File: config.mk
export PLATFORM = sky130hd
export DESIGN_NAME = sf3_erase_prog_read_sequencer
export DESIGN_NICKNAME = d
export VERILOG_FILES = /design/src/rtl/sf3_seq_pkg.sv /design/src/rtl/sf3_seq_read_checker.sv /design/src/rtl/sf3_erase_prog_read_sequencer.sv
export SDC_FILE = /design/constraint.sdc
export NUM_CORES = 1
export LEC_CHECK = 0
export ABC_AREA = 0
export BUFFER_PORTS_ARGS = -buffer_cell sky130_fd_sc_hd__buf_4
export CORE_MARGIN = 5
export CORE_UTILIZATION = 30
export CTS_CLUSTER_DIAMETER = 120
export DETAILED_ROUTE_END_ITERATION = 16
export PLACE_DENSITY = 0.48
export SETUP_SLACK_MARGIN = 0.05
export SLEW_MARGIN = 20
export SYNTH_ARGS = -nofsm -noshare
export SYNTH_HDL_FRONTEND = slang
export SYNTH_SLANG_ARGS = --single-unit
File: constraint.sdc
create_clock -name i_clk_mhz -period 4.3 [get_ports i_clk_mhz]
set_input_delay 0.215 -clock i_clk_mhz [delete_from_list [all_inputs] [get_ports i_clk_mhz]]
set_output_delay 0.215 -clock i_clk_mhz [all_outputs]
set_load 0.03 [all_outputs]
File: src/rtl/sf3_seq_pkg.sv
// Shared types, sizes and the test-pattern function for the SF3 erase/program/read sequencer.
package sf3_seq_pkg;

    typedef enum logic [3:0] {
        S_IDLE,
        S_ERASE_CMD,
        S_ERASE_WAIT,
        S_PROG_CMD,
        S_PROG_DATA,
        S_PROG_WAIT,
        S_READ_CMD,
        S_READ_DATA,
        S_READ_WAIT,
        S_DONE
    } t_sf3_seq_state;

    localparam int unsigned c_page_bytes      = 256;
    localparam int unsigned c_subsector_bytes = 4096;
    localparam int unsigned c_page_bits       = $clog2(c_page_bytes);
    localparam int unsigned c_subsector_bits  = $clog2(c_subsector_bytes);
    localparam logic [8:0]  c_read_len        = 9'(c_page_bytes);

    // Deterministic pattern byte: seed + page + index, wrapping at 8 bits.
    function automatic logic [7:0] f_expected_byte(
        input logic [7:0] seed,
        input logic [7:0] page,
        input logic [7:0] idx
    );
        return seed + page + idx;
    endfunction

endpackage

File: src/rtl/sf3_seq_read_checker.sv
// Read-back checker: compares each accepted byte with its expected value, keeps a
// saturating mismatch count and latches the flash address of the first mismatch.
module sf3_seq_read_checker
    import sf3_seq_pkg::*;
(
    input  logic        clk,
    input  logic        rst,
    input  logic        ce,
    input  logic        clear,
    input  logic        check_en,
    input  logic [7:0]  rd_data,
    input  logic [7:0]  exp_data,
    input  logic [31:0] rd_addr,
    output logic [15:0] err_count,
    output logic [31:0] first_err_addr
);

    logic mismatch;

    assign mismatch = check_en && (rd_data != exp_data);

    // Count mismatches (saturating) and capture the address of the first one of the run.
    always_ff @(posedge clk or posedge rst) begin
        if (rst) begin
            err_count      <= '0;
            first_err_addr <= '0;
        end else if (ce) begin
            if (clear) begin
                err_count      <= '0;
                first_err_addr <= '0;
            end else if (mismatch) begin
                if (err_count != 16'hFFFF) begin
                    err_count <= err_count + 16'd1;
                end
                if (err_count == '0) begin
                    first_err_addr <= rd_addr;
                end
            end
        end
    end

endmodule

File: src/rtl/sf3_erase_prog_read_sequencer.sv
// Command sequencer for the PMOD SF3 driver: erases one 4 KiB subsector, programs it
// page by page with a seeded pattern, reads every page back and reports the outcome.
module sf3_erase_prog_read_sequencer
    import sf3_seq_pkg::*;
#(
    parameter int unsigned parm_pages       = 16,
    parameter logic [7:0]  parm_seed        = 8'h5A,
    parameter int unsigned parm_timeout_cyc = 2**24 - 1
)(
    input  logic        i_clk_mhz,
    input  logic        i_rst_mhz,
    input  logic        i_ce_mhz_div,
    input  logic        i_start,
    input  logic [31:0] i_base_addr,
    output logic        o_busy,
    output logic        o_done,
    output logic        o_pass,
    output logic        o_timeout,
    output logic [15:0] o_err_count,
    output logic [31:0] o_first_err_addr,
    input  logic        i_command_ready,
    output logic [31:0] o_address_of_cmd,
    output logic        o_cmd_erase_subsector,
    output logic        o_cmd_page_program,
    output logic        o_cmd_random_read,
    output logic [8:0]  o_len_random_read,
    output logic [7:0]  o_wr_data_stream,
    output logic        o_wr_data_valid,
    input  logic        i_wr_data_ready,
    input  logic [7:0]  i_rd_data_stream,
    input  logic        i_rd_data_valid
);

    localparam logic [3:0] c_last_page = 4'(parm_pages - 1);
    localparam logic [7:0] c_last_byte = 8'(c_page_bytes - 1);

    t_sf3_seq_state state, state_next;

    logic [31:c_subsector_bits] base_q;
    logic [3:0]  page;
    logic [7:0]  byte_idx;
    logic [31:0] tmo_cnt;
    logic        seen_low;
    logic        timeout_q;
    logic        pass_q;
    logic        cmd_erase_q, cmd_prog_q, cmd_read_q;
    logic [31:0] cmd_addr_q;

    logic        start_acc, issue_cmd, page_step, in_timed, tmo_hit;
    logic        wr_xfer, rd_xfer;
    logic [7:0]  exp_byte;
    logic [15:0] err_count;
    logic [31:0] first_err_addr;
    logic        unused_base_bits;

    assign unused_base_bits = ^i_base_addr[c_subsector_bits-1:0];

    assign wr_xfer  = (state == S_PROG_DATA) && i_wr_data_ready;
    assign rd_xfer  = (state == S_READ_DATA) && i_rd_data_valid;
    assign exp_byte = f_expected_byte(parm_seed, {4'h0, page}, byte_idx);

    // State register; the sequencer only moves on clock-enable cycles.
    // NOTE: sequential state uses non-blocking (<=) so every flop samples pre-edge values.
    always_ff @(posedge i_clk_mhz or posedge i_rst_mhz) begin
        if (i_rst_mhz) begin
            state <= S_IDLE;
        end else if (i_ce_mhz_div) begin
            state <= state_next;
        end
    end

    // Next-state decode plus the per-cycle strobes the datapath acts on.
    // NOTE: every signal gets a default first so no path leaves it unassigned (no latch).
    always_comb begin
        state_next = state;
        start_acc  = 1'b0;
        issue_cmd  = 1'b0;
        page_step  = 1'b0;
        in_timed   = 1'b0;
        tmo_hit    = 1'b0;
        case (state)
            S_IDLE: begin
                if (i_start) begin
                    start_acc  = 1'b1;
                    state_next = S_ERASE_CMD;
                end
            end
            S_ERASE_CMD, S_PROG_CMD, S_READ_CMD: begin
                if (i_command_ready) begin
                    issue_cmd = 1'b1;
                    case (state)
                        S_ERASE_CMD: state_next = S_ERASE_WAIT;
                        S_PROG_CMD:  state_next = S_PROG_DATA;
                        default:     state_next = S_READ_DATA;
                    endcase
                end
            end
            S_ERASE_WAIT, S_PROG_WAIT, S_READ_WAIT: begin
                in_timed = 1'b1;
                tmo_hit  = (tmo_cnt >= parm_timeout_cyc);
                if (tmo_hit) begin
                    state_next = S_DONE;
                end else if (seen_low && i_command_ready) begin
                    if (state == S_ERASE_WAIT) begin
                        state_next = S_PROG_CMD;
                    end else begin
                        page_step = 1'b1;
                        if (state == S_PROG_WAIT) begin
                            state_next = (page == c_last_page) ? S_READ_CMD : S_PROG_CMD;
                        end else begin
                            state_next = (page == c_last_page) ? S_DONE : S_READ_CMD;
                        end
                    end
                end
            end
            S_PROG_DATA, S_READ_DATA: begin
                in_timed = 1'b1;
                tmo_hit  = (tmo_cnt >= parm_timeout_cyc);
                if (tmo_hit) begin
                    state_next = S_DONE;
                end else if ((wr_xfer || rd_xfer) && (byte_idx == c_last_byte)) begin
                    state_next = (state == S_PROG_DATA) ? S_PROG_WAIT : S_READ_WAIT;
                end
            end
            S_DONE: begin
                state_next = S_IDLE;
            end
            default: begin
                state_next = S_IDLE;
            end
        endcase
    end

    // Datapath: page/byte counters, wait handshake tracking, timeout and command pulses.
    always_ff @(posedge i_clk_mhz or posedge i_rst_mhz) begin
        if (i_rst_mhz) begin
            base_q      <= '0;
            page        <= '0;
            byte_idx    <= '0;
            tmo_cnt     <= '0;
            seen_low    <= 1'b0;
            timeout_q   <= 1'b0;
            pass_q      <= 1'b0;
            cmd_erase_q <= 1'b0;
            cmd_prog_q  <= 1'b0;
            cmd_read_q  <= 1'b0;
            cmd_addr_q  <= '0;
        end else if (i_ce_mhz_div) begin
            cmd_erase_q <= 1'b0;
            cmd_prog_q  <= 1'b0;
            cmd_read_q  <= 1'b0;
            if (start_acc) begin
                base_q    <= i_base_addr[31:c_subsector_bits];
                page      <= '0;
                byte_idx  <= '0;
                timeout_q <= 1'b0;
                pass_q    <= 1'b0;
            end
            if (issue_cmd) begin
                cmd_addr_q  <= {base_q, page, 8'h00};
                cmd_erase_q <= (state == S_ERASE_CMD);
                cmd_prog_q  <= (state == S_PROG_CMD);
                cmd_read_q  <= (state == S_READ_CMD);
                tmo_cnt     <= '0;
                seen_low    <= 1'b0;
                byte_idx    <= '0;
            end
            if (in_timed) begin
                tmo_cnt <= tmo_cnt + 32'd1;
                if (!i_command_ready) begin
                    seen_low <= 1'b1;
                end
            end
            if (wr_xfer || rd_xfer) begin
                byte_idx <= byte_idx + 8'd1;
            end
            if (page_step) begin
                page <= (page == c_last_page) ? 4'h0 : page + 4'd1;
            end
            if (tmo_hit) begin
                timeout_q <= 1'b1;
            end
            if ((state_next == S_DONE) && (state != S_DONE)) begin
                pass_q <= (err_count == '0) && !tmo_hit;
            end
        end
    end

    sf3_seq_read_checker u_checker (
        .clk            (i_clk_mhz),
        .rst            (i_rst_mhz),
        .ce             (i_ce_mhz_div),
        .clear          (start_acc),
        .check_en       (rd_xfer),
        .rd_data        (i_rd_data_stream),
        .exp_data       (exp_byte),
        .rd_addr        ({base_q, page, byte_idx}),
        .err_count      (err_count),
        .first_err_addr (first_err_addr)
    );

    assign o_busy                = (state != S_IDLE) && (state != S_DONE);
    assign o_done                = (state == S_DONE);
    assign o_pass                = pass_q;
    assign o_timeout             = timeout_q;
    assign o_err_count           = err_count;
    assign o_first_err_addr      = first_err_addr;
    assign o_address_of_cmd      = cmd_addr_q;
    assign o_cmd_erase_subsector = cmd_erase_q;
    assign o_cmd_page_program    = cmd_prog_q;
    assign o_cmd_random_read     = cmd_read_q;
    assign o_len_random_read     = c_read_len;
    assign o_wr_data_valid       = (state == S_PROG_DATA);
    assign o_wr_data_stream      = (state == S_PROG_DATA) ? exp_byte : 8'h00;

endmodule

==> metrics <==
status finished, violations left; Setup Crit Path Kind reg -> reg; synthesis-stage register bit count about 150; period utilisation layout a little over four fifths; critical path startpoint category register; Clock Tree Root clkbuf_16; failing checks hold timing; die outline height between 150 and 200 um; post-cts resize count 0; hold crit path type in -> async; final setup violation count 0; # H-tree levels 4; Slew Viols, Final 0; Critical R2R Launch byte_idx[1]$_DFFE_PP0P_; Via density a little under 5; crit-path max FO 37; leakage between 4 and 5 nW; Seq/Total Area, Yosys a little under half; PortBufs 122; Post-Route WL ~21000 um; Synth Instances slightly below 900; DR iter-0 viols about 320; total chip power ~5 mW; Placement Setup Slack approximately 0.64 ns; Synth Cell Area between 7000 and 8000 um2; worst-margin pin slew 0.918 ns; clock insertion delay at the later pin of the skew report roughly 0.43 ns; clk_skew approximately 0.018 ns; Main synth FF type dfrtp_1; cell area after layout roughly 9600 um2; Period minus WS final about 3.6 ns; Synth top area share ~48%; Fmax 276 MHz; First-pass DRT Iterations 4; Routability Congestion 0.788; EDFF count, synth 0; initial antenna violation count 0; Comb pwr share between 30% and 40%; Final HPWL DP 14400 um; Die Wd about 170 um; largest cells by area after synthesis dfrtp_1 (48%), nand2_1 (10%), nand3_1 (4.3%); Core ar. 25100 um2; setup TNS 0 ns; Worst EP required between 4 and 5 ns; Routed Antenna Nets 0; Mean Syn Cell Area 8.75 um2; unrepaired setup endpoints after global routing no; placed cell areas ~9000 um2; CTS Sinks around 150; maxcap violations 0; Clk network pwr share approximately 28%; largest area contributor in the netlist dfrtp_1; Finished Core Util 38.1%; first-pass GRT wire length ~35000 um; sequential share of power between 30% and 40%; DRC 0; Sw Ratio roughly 40%; Final #Nets 1061; CTS tree yes; R2R depth 14; vias in the first global route approximately 6300; Peak VDD IR approximately 0.28 mV; Pwr Density just over 500 nW/um2; Congestion Overflow GR 0; CP endpoint u_checker.first_err_addr[10]$_DFFE_PP0P_; Critical Path AT ~4.0 ns; initial cell density of the core between 30% and 40%; end of the worst register-to-register path u_checker.first_err_addr[10]$_DFFE_PP0P_; Psw between 1.5 and 2 mW; Final Hold Viols 12; layout overhead on the synthesized area 25.3%; num rows 58; via count around 6500; PnR worst setup slack a little under 0.7 ns; nature of the critical path endpoint register; DR WL/cell between 15 and 20 um; Max Root-Sink Buffers 2; Tot GR Track Use between 10% and 20%; cell-internal power roughly 3.0 mW; clk slew on worst S/H paths approximately 0.07 ns; worst reg-to-reg setup slack around 0.68 ns; Ys Warns 0; cts bufs inserted 17; Ports approximately 150; ANT cells 0; largest net degree at the start of global routing 94; Async SR Flop Fraction between 90% and 100%; CP startpoint byte_idx[1]$_DFFE_PP0P_; post-synth cell types 67; WHS -0.0427 ns; fraction of layout cells with a size suffix above 1 18.3%; die area 28800 um2; Slew HR roughly two fifths
worst max-delay path, stage by stage (launching register included):
cell and delay [ns]:
dfrtp_1 0.42, inv_1 0.09, ha_1 0.27, inv_1 0.06, ha_1 0.20, inv_1 0.07, fa_1 0.39, xor2_1 0.23
xor2_1 0.17, nand4_1 0.15, nor3_2 0.30, a311o_2 0.73, buf_12 0.25, nand3_1 0.08, o21ai_1 0.10
per-stage QoR:
stage,hold slack [ns],instances
floorplan,0.320,888
detailed placement,0.412,1289
CTS,0.0227,1341
global placement,0.409,1289
finish,-0.0427,1341
global route,0.0525,1341
state kept, by name, summed over array words and instances (netlist names), 4 cells and up:
signal,cells
base_q,20
o_address_of_cmd,24
u_checker.first_err_addr,32
state,4
byte_idx,8
tmo_cnt,32
page,4
u_checker.err_count,16
per-layer routing:
layer  part of all wire [%]  GRT usage (%)  routed length (um)
met1                     47           20.5               10100
met2                     47           23.3               10000
met3                    5.6           4.59                1210
met4                   0.79           3.26                 170
met5                      0              0                   0
Yosys cell counts (5+ instances only):
| cell | n |
|---|---|
| a31oi_1 | 13 |
| nand3_1 | 66 |
| o21ai_1 | 34 |
| and3_1 | 9 |
| ha_1 | 15 |
| buf_2 | 14 |
| and4_1 | 5 |
| buf_4 | 17 |
| xnor2_1 | 24 |
| o21ai_0 | 22 |
| and2_1 | 7 |
| nor3_1 | 12 |
| nand4_1 | 10 |
| clkbuf_1 | 30 |
| inv_1 | 29 |
| o31ai_1 | 13 |
| xor2_1 | 16 |
| dfrtp_1 | 146 |
| a21oi_1 | 31 |
| nand2_1 | 204 |
| or3_1 | 11 |
| nor2_1 | 64 |
cell type report:
type                            count  area, um2
Clock inverter                     15        124
Tap cell                          330        413
Multi-Input combinational cell    651       3630
Timing Repair Buffer              153       1210
Fill cell                        2667      15500
Sequential cell                   146       3650
Clock buffer                       17        425
Inverter                           29        114
power by group through the flow:
stage | logic (mW) | registers, mW | clock network (mW)
2_1_floorplan | 0.916 | 2.07 | 0
3_5_place_dp | 1.61 | 1.94 | 0
4_1_cts | 1.63 | 1.91 | 1.45
5_1_grt | 1.79 | 1.96 | 1.50
3_3_place_gp | 1.61 | 1.94 | 0
6_report | 1.61 | 1.92 | 1.41
cell families after synthesis:
| group | Yosys count | synth area share [%] |
|---|---|---|
| adder cells (fa/ha/maj) | 16 | 2.72 |
| AO/OA/AOI/OAI | 155 | 13.1 |
| AND/OR/NAND/NOR | 419 | 25.2 |
| XOR/XNOR | 43 | 5.47 |
| multiplexers | 1 | 0.131 |
| flip-flops | 146 | 47.8 |
| buffers and inverters | 91 | 5.53 |
| other | 2 | 0.0983 |
worst min path at each step:
stage	end	slack (ns)	cells past startpoint
floorplan	base_q[12]$_DFFE_PP0P_	0.32	2
global placement	base_q[15]$_DFFE_PP0P_	0.41	3
detailed placement	base_q[20]$_DFFE_PP0P_	0.41	3
CTS	o_address_of_cmd[15]$_DFFE_PP0P_	0.02	2
global route	o_address_of_cmd[14]$_DFFE_PP0P_	0.05	2
finish	o_address_of_cmd[14]$_DFFE_PP0P_	-0.04	2
cells in the final DEF (no fill, tap or decap), types with 4 or more instances in the layout:
master	synthesis	routed
a31o_1	4	4
clkbuf_16	0	17
dfrtp_1	146	146
nor2_1	64	63
conb_1	2	17
clkinvlp_4	0	4
or3_1	11	11
nor3b_1	4	4
buf_4	17	132
a21oi_1	31	31
nand3_1	66	66
xor2_1	16	16
and2_1	7	7
o21ai_1	34	34
o31ai_1	13	13
nor2_2	3	4
and4_1	5	5
and3_1	9	9
nor3_1	12	12
a31oi_1	13	13
inv_1	29	28
ha_1	15	15
o21ai_0	22	22
nand4_1	10	10
inv_6	0	7
dlygate4sd3_1	0	20
nand2_1	204	203
nor4_1	4	4
xnor2_1	24	24
timing repair:
item | in CTS | in global routing
setup endpoints to repair | 0 | 0
setup buffers | 0 | 0
endpoints found under the hold margin | 20 | 0
hold buffers | 20 | 0
Note: power is estimated with default switching activity, not from simulation.
